[src/rtl/conv33_window_if.sv]
// Pixel stream in, 3x3 window taps and strobes out, for conv33_window.
interface conv33_window_if #(
  parameter int DATA_WIDTH = 8
);
  logic signed [DATA_WIDTH-1:0] pix_in;
  logic                         pix_valid;
  logic signed [DATA_WIDTH-1:0] data_0_0, data_0_1, data_0_2;
  logic signed [DATA_WIDTH-1:0] data_1_0, data_1_1, data_1_2;
  logic signed [DATA_WIDTH-1:0] data_2_0, data_2_1, data_2_2;
  logic                         conv33_en;
  logic                         frame_done;

  modport master (
    output pix_in, pix_valid,
    input  data_0_0, data_0_1, data_0_2,
    input  data_1_0, data_1_1, data_1_2,
    input  data_2_0, data_2_1, data_2_2,
    input  conv33_en, frame_done
  );

  modport slave (
    input  pix_in, pix_valid,
    output data_0_0, data_0_1, data_0_2,
    output data_1_0, data_1_1, data_1_2,
    output data_2_0, data_2_1, data_2_2,
    output conv33_en, frame_done
  );
endinterface

[src/rtl/conv33_window.sv]
// Streaming 3x3 window generator: two line buffers plus a 3x3 register window,
// flagging each valid unpadded stride-1 neighbourhood for conv33_calc.
module conv33_window #(
  parameter int DATA_WIDTH = 8,
  parameter int IMG_W      = 28,
  parameter int IMG_H      = 28
) (
  input  logic             clk,
  input  logic             rst,
  input  logic             clear,
  conv33_window_if.slave   bus
);
  localparam int CW = $clog2(IMG_W);
  localparam int RW = $clog2(IMG_H);
  localparam logic [CW-1:0] COL_LAST = CW'(IMG_W - 1);
  localparam logic [RW-1:0] ROW_LAST = RW'(IMG_H - 1);

  logic [CW-1:0] col;
  logic [RW-1:0] row;

  logic signed [DATA_WIDTH-1:0] lb1 [IMG_W];
  logic signed [DATA_WIDTH-1:0] lb2 [IMG_W];
  logic signed [DATA_WIDTH-1:0] win [3][3];
  logic signed [DATA_WIDTH-1:0] lb_a, lb_b;

  logic accept, col_end, row_end, win_ok;
  logic en_q, done_q;

  always_comb begin
    accept  = bus.pix_valid & ~clear;
    col_end = (col == COL_LAST);
    row_end = (row == ROW_LAST);
    win_ok  = (row >= RW'(2)) && (col >= CW'(2));
    lb_a    = lb2[col];
    lb_b    = lb1[col];
  end

  always_ff @(posedge clk or negedge rst) begin
    if (!rst) begin
      col <= '0;
      row <= '0;
    end else if (clear) begin
      col <= '0;
      row <= '0;
    end else if (bus.pix_valid) begin
      if (col_end) begin
        col <= '0;
        row <= row_end ? '0 : row + RW'(1);
      end else begin
        col <= col + CW'(1);
      end
    end
  end

  // No reset: stale rows are masked by the row >= 2 gate, so this can map to RAM.
  always_ff @(posedge clk) begin
    if (accept) begin
      lb2[col] <= lb_b;
      lb1[col] <= bus.pix_in;
    end
  end

  always_ff @(posedge clk or negedge rst) begin
    if (!rst) begin
      for (int unsigned r = 0; r < 3; r++)
        for (int unsigned c = 0; c < 3; c++)
          win[r][c] <= '0;
    end else if (accept) begin
      for (int unsigned r = 0; r < 3; r++) begin
        win[r][0] <= win[r][1];
        win[r][1] <= win[r][2];
      end
      win[0][2] <= lb_a;
      win[1][2] <= lb_b;
      win[2][2] <= bus.pix_in;
    end
  end

  always_ff @(posedge clk or negedge rst) begin
    if (!rst) begin
      en_q   <= 1'b0;
      done_q <= 1'b0;
    end else begin
      en_q   <= accept && win_ok;
      done_q <= accept && win_ok && row_end && col_end;
    end
  end

  assign bus.data_0_0   = win[0][0];
  assign bus.data_0_1   = win[0][1];
  assign bus.data_0_2   = win[0][2];
  assign bus.data_1_0   = win[1][0];
  assign bus.data_1_1   = win[1][1];
  assign bus.data_1_2   = win[1][2];
  assign bus.data_2_0   = win[2][0];
  assign bus.data_2_1   = win[2][1];
  assign bus.data_2_2   = win[2][2];
  assign bus.conv33_en  = en_q;
  assign bus.frame_done = done_q;
endmodule

[src/flat_wrapper.sv]
// flat-port wrapper written by rule: the top's interface ports become plain ports
module conv33_window_flat 
#(
  parameter int DATA_WIDTH = 8,
  parameter int IMG_W      = 28,
  parameter int IMG_H      = 28
)
  (clk, rst, clear, bus_pix_in, bus_pix_valid, bus_data_0_0, bus_data_0_1, bus_data_0_2, bus_data_1_0, bus_data_1_1, bus_data_1_2, bus_data_2_0, bus_data_2_1, bus_data_2_2, bus_conv33_en, bus_frame_done);
  conv33_window_if #(.DATA_WIDTH(DATA_WIDTH)) bus_i ();
  input  logic clk;
  input  logic rst;
  input  logic clear;
  input wire logic [$bits(bus_i.pix_in)-1:0] bus_pix_in;
  input wire logic [$bits(bus_i.pix_valid)-1:0] bus_pix_valid;
  output wire logic [$bits(bus_i.data_0_0)-1:0] bus_data_0_0;
  output wire logic [$bits(bus_i.data_0_1)-1:0] bus_data_0_1;
  output wire logic [$bits(bus_i.data_0_2)-1:0] bus_data_0_2;
  output wire logic [$bits(bus_i.data_1_0)-1:0] bus_data_1_0;
  output wire logic [$bits(bus_i.data_1_1)-1:0] bus_data_1_1;
  output wire logic [$bits(bus_i.data_1_2)-1:0] bus_data_1_2;
  output wire logic [$bits(bus_i.data_2_0)-1:0] bus_data_2_0;
  output wire logic [$bits(bus_i.data_2_1)-1:0] bus_data_2_1;
  output wire logic [$bits(bus_i.data_2_2)-1:0] bus_data_2_2;
  output wire logic [$bits(bus_i.conv33_en)-1:0] bus_conv33_en;
  output wire logic [$bits(bus_i.frame_done)-1:0] bus_frame_done;
  assign bus_i.pix_in = bus_pix_in;
  assign bus_i.pix_valid = bus_pix_valid;
  assign bus_data_0_0 = bus_i.data_0_0;
  assign bus_data_0_1 = bus_i.data_0_1;
  assign bus_data_0_2 = bus_i.data_0_2;
  assign bus_data_1_0 = bus_i.data_1_0;
  assign bus_data_1_1 = bus_i.data_1_1;
  assign bus_data_1_2 = bus_i.data_1_2;
  assign bus_data_2_0 = bus_i.data_2_0;
  assign bus_data_2_1 = bus_i.data_2_1;
  assign bus_data_2_2 = bus_i.data_2_2;
  assign bus_conv33_en = bus_i.conv33_en;
  assign bus_frame_done = bus_i.frame_done;
  conv33_window #(.DATA_WIDTH(DATA_WIDTH), .IMG_W(IMG_W), .IMG_H(IMG_H)) u_core (.clk(clk), .rst(rst), .clear(clear), .bus(bus_i));
endmodule
[config.mk]
export PLATFORM = sky130hd
export DESIGN_NAME = conv33_window_flat
export DESIGN_NICKNAME = d
export VERILOG_FILES = /design/src/rtl/conv33_window_if.sv /design/src/rtl/conv33_window.sv /design/src/flat_wrapper.sv
export SDC_FILE = /design/constraint.sdc
export NUM_CORES = 1
export LEC_CHECK = 0
export ABC_AREA = 1
export BUFFER_PORTS_ARGS = -buffer_cell sky130_fd_sc_hd__buf_2
export CORE_UTILIZATION = 62
export CTS_CLUSTER_DIAMETER = 50
export DETAILED_ROUTE_END_ITERATION = 8
export PLACE_DENSITY = 0.8
export SLEW_MARGIN = 25
export SYNTH_ARGS = -nofsm -noshare
export SYNTH_HDL_FRONTEND = slang
export SYNTH_SLANG_ARGS = --single-unit
[constraint.sdc]
create_clock -name clk -period 2.9 [get_ports clk]
set_input_delay 0.29 -clock clk [delete_from_list [all_inputs] [get_ports clk]]
set_output_delay 0.29 -clock clk [all_outputs]
set_load 0.05 [all_outputs]
==> results.cfg <==
[outcome]
violations = DRC
status = finished with violations

[place]
portBuffers = 85
dpl_worst_slack_ps = 439.6
dp_hpwl_um = 31780
place.gp.congestion = 0.8734

[sta]
final_hold_viol_count = 0
period_needed_ps = 2480
layout_worst_path_cycle_share_pct = 85.51
final-setup-viol-count = 0
max-slew-margin-rel_pct = 49.51
tightest_slew_ps = 756.5
drv_slew = 0
fin_skew_ps = 23.73
setup_slack_ps = 420.1
clock.fmax_mhz = 403.2
fin_tns_setup_ps = 0
rsz0062_at_grt = no

[cts]
clockBufferDepth = 3
clock_sinks = 532
clkSlewWorstSetupHoldPaths_ps = 60
clk_latency_ps = 580
post_cts_buffers = 0
cts_buffers = 53
cts.htree.levels = 2
cts_tree = built
root_buffer = clkbuf_16

[synth]
syn-num-nets = 2231
ys_ff_latch = 532
avgSynthCellArea_um2 = 10.16
ys_seq_area_share_pct = 69.17
netlist_area_mm2 = 0.02249
ys_types = 30
syn-instance-count = 2213
synth_warnings = 0

[global_route]
antenna_found_initial = 0
grt_pass1_vias = 15380
grt_usage_pct = 29.62
grt_overflow = 0
grt_max_degree = 103
grt_pass1_wl_um = 82680

[worst_setup_path]
crit_arrival_ps = 2830
reg2reg_slack_ps = 420
cp-end-kind = flip-flop
cp_max_fo = 29
path_cells = inv_2 -> nor2_4 -> inv_1 -> a21oi_1 -> nor2_1 -> nand3_2 -> buf_4
reg2reg_from = u_core.col[2]
critical_path_class = reg2reg
max_stage_delay_ps = 540
critPathLaunchType = flip-flop
critPathRequiredTime_ps = 3250
r2r-end = u_core.lb2[9][4]
r2r_cells = 7
cp_slowest_cell = dfrtp_1

[die]
die_h_um = 192.5
start_util_pct = 63.07
die_area_mm2 = 0.03704
core.rowCount = 69
die_w_um = 192.5
io_pins = 86
coreArea_mm2 = 0.03566

[worst_hold_path]
hp-class = in2reg
hold_start = clear
whs_path_depth = 4
min_to = u_core.col[1]

[drt]
vias = 15790
viasPerCell = 5.570
drc = 2
ant_nets = 0
routedWlPerCell_um = 18.97
drt-initial-drc-count = 1705
wl_um = 53760
dr.pass1.iters = 8

[power]
swShare_pct = 33.74
seq_power_share_pct = 41.4
p_int_mw = 15.44
power.share.combinational_pct = 26.4
power.total_mw = 23.29
peakVddDrop_mv = 0.7204
power.density_mw_per_mm2 = 910.8
clockPowerShare_pct = 32.2
p_sw_mw = 7.859
leakage_nw = 11.29

[flow_run]
maxCapViolCount = 0

[layout]
final_cell_mix = nand2_1 (918), edfxtp_1 (448), inv_1 (272)
layout_commonest_cell = nand2_1
nFillCells = 2289
syn_to_final_growth_pct = 13.73
regArea_mm2 = 0.01556
multi_input_area_mm2 = 0.005379
drive_above_1_share_pct = 11.42
finish.net_count = 2346
diodes = 0
-- Yosys cell counts --
library cell	n	area share, %
nor2_4	1	0.050
nor4_1	1	0.028
edfxtp_1	448	60
clkinv_1	2	0.033
xor2_1	4	0.16
nor3_1	1	0.022
ha_1	6	0.33
a31oi_1	1	0.028
or2_2	7	0.19
nor2_1	109	1.8
o21ai_0	73	1.6
nand4_1	1	0.028
clkbuf_1	28	0.47
nand3_1	143	3.2
nand3_2	7	0.31
nor3_2	1	0.045
buf_6	6	0.30
o21ai_1	7	0.16
inv_1	273	4.6
nor2_2	2	0.056
inv_2	3	0.050
o22ai_1	1	0.028
buf_4	9	0.30
nor3_4	1	0.072
nand2_1	918	15
dfrtp_1	84	9.3
buf_1	7	0.12
buf_2	50	1.1
a21oi_1	18	0.40
o21ai_2	1	0.039
-- worst max-delay path, delay by kind of cell (launching register included) --
family                 cells  cell delay (ps)
AOI/OAI and AO/OA          1              380
buffers and inverters      3              770
DFF                        1              540
and+or+nand+nor            3              540
-- routing by layer --
layer  track usage (%)  up-vias  share of wire, %
met5                 0        -                 0
met4             13.36        0               4.2
met3             4.746      168               8.9
met2             49.11      840                50
met1             38.74     7486                37
li1                  -     7292                 -
-- cells by family after synthesis --
family,count (synthesis),share of synthesized area (%)
simple gates,1192,21.13
xor+xnor,4,0.1558
compound gates,101,2.276
fa+ha+maj,6,0.3338
flops,532,69.17
buf+inv,378,6.938
-- worst max path at each step --
| stage | startpoint | to | slack, ps | cells after the start |
|---|---|---|---|---|
| after floorplan | u_core.col[0] | u_core.lb1[10][0] | 460 | 8 |
| after global placement | u_core.col[3] | u_core.lb2[26][6] | 590 | 7 |
| after detailed placement | u_core.col[0] | u_core.row[1] | 440 | 7 |
| after CTS | u_core.col[0] | u_core.row[1] | 430 | 7 |
| after global routing | u_core.col[0] | u_core.row[1] | 300 | 7 |
| final | u_core.col[2] | u_core.lb2[9][4] | 420 | 7 |
-- flip-flops by register name, indices dropped and copies added, names as in the netlist --
register               count
u_core.bus.conv33_en       1
u_core.bus.data_0_0        8
u_core.bus.data_0_1        8
u_core.bus.data_0_2        8
u_core.bus.data_1_0        8
u_core.bus.data_1_1        8
u_core.bus.data_1_2        8
u_core.bus.data_2_0        8
u_core.bus.data_2_1        8
u_core.bus.data_2_2        8
u_core.bus.frame_done      1
u_core.col                 5
u_core.lb1               224
u_core.lb2               224
u_core.row                 5
-- cell type report --
class	count	share of cell area, %
clock buffers	57	5.410
multi-input cells	1303	21.03
clock inverters	43	2.167
repair buffers	160	4.187
well taps	461	2.255
inverters	278	4.104
flip-flops and latches	532	60.85
-- metrics by stage --
step	instances	utilization, %	hold slack [ps]	instance area [µm²]
after floorplan	2213	-	-5.591	22490
after global placement	2732	66.24	360.3	23620
after detailed placement	2732	66.24	370.8	23620
after CTS	2834	71.73	51.18	25580
after global routing	2834	71.73	61.71	25580
final	2834	71.73	67.71	25580
-- what timing repair did --
item	CTS	global route
resized for setup	0	0
hold endpoints to repair	53	0
hold buffers	2	0
-- power groups by stage --
stage | Sequential [mW] | Clock [mW] | Combinational [mW]
floorplan | 10.6 | 0 | 3.38
global placement | 9.77 | 0 | 5.88
detailed placement | 9.78 | 0 | 6.04
CTS | 9.64 | 7.58 | 6.12
global route | 9.68 | 7.85 | 6.70
finish | 9.65 | 7.51 | 6.14
(Power assumes the default switching activity.)
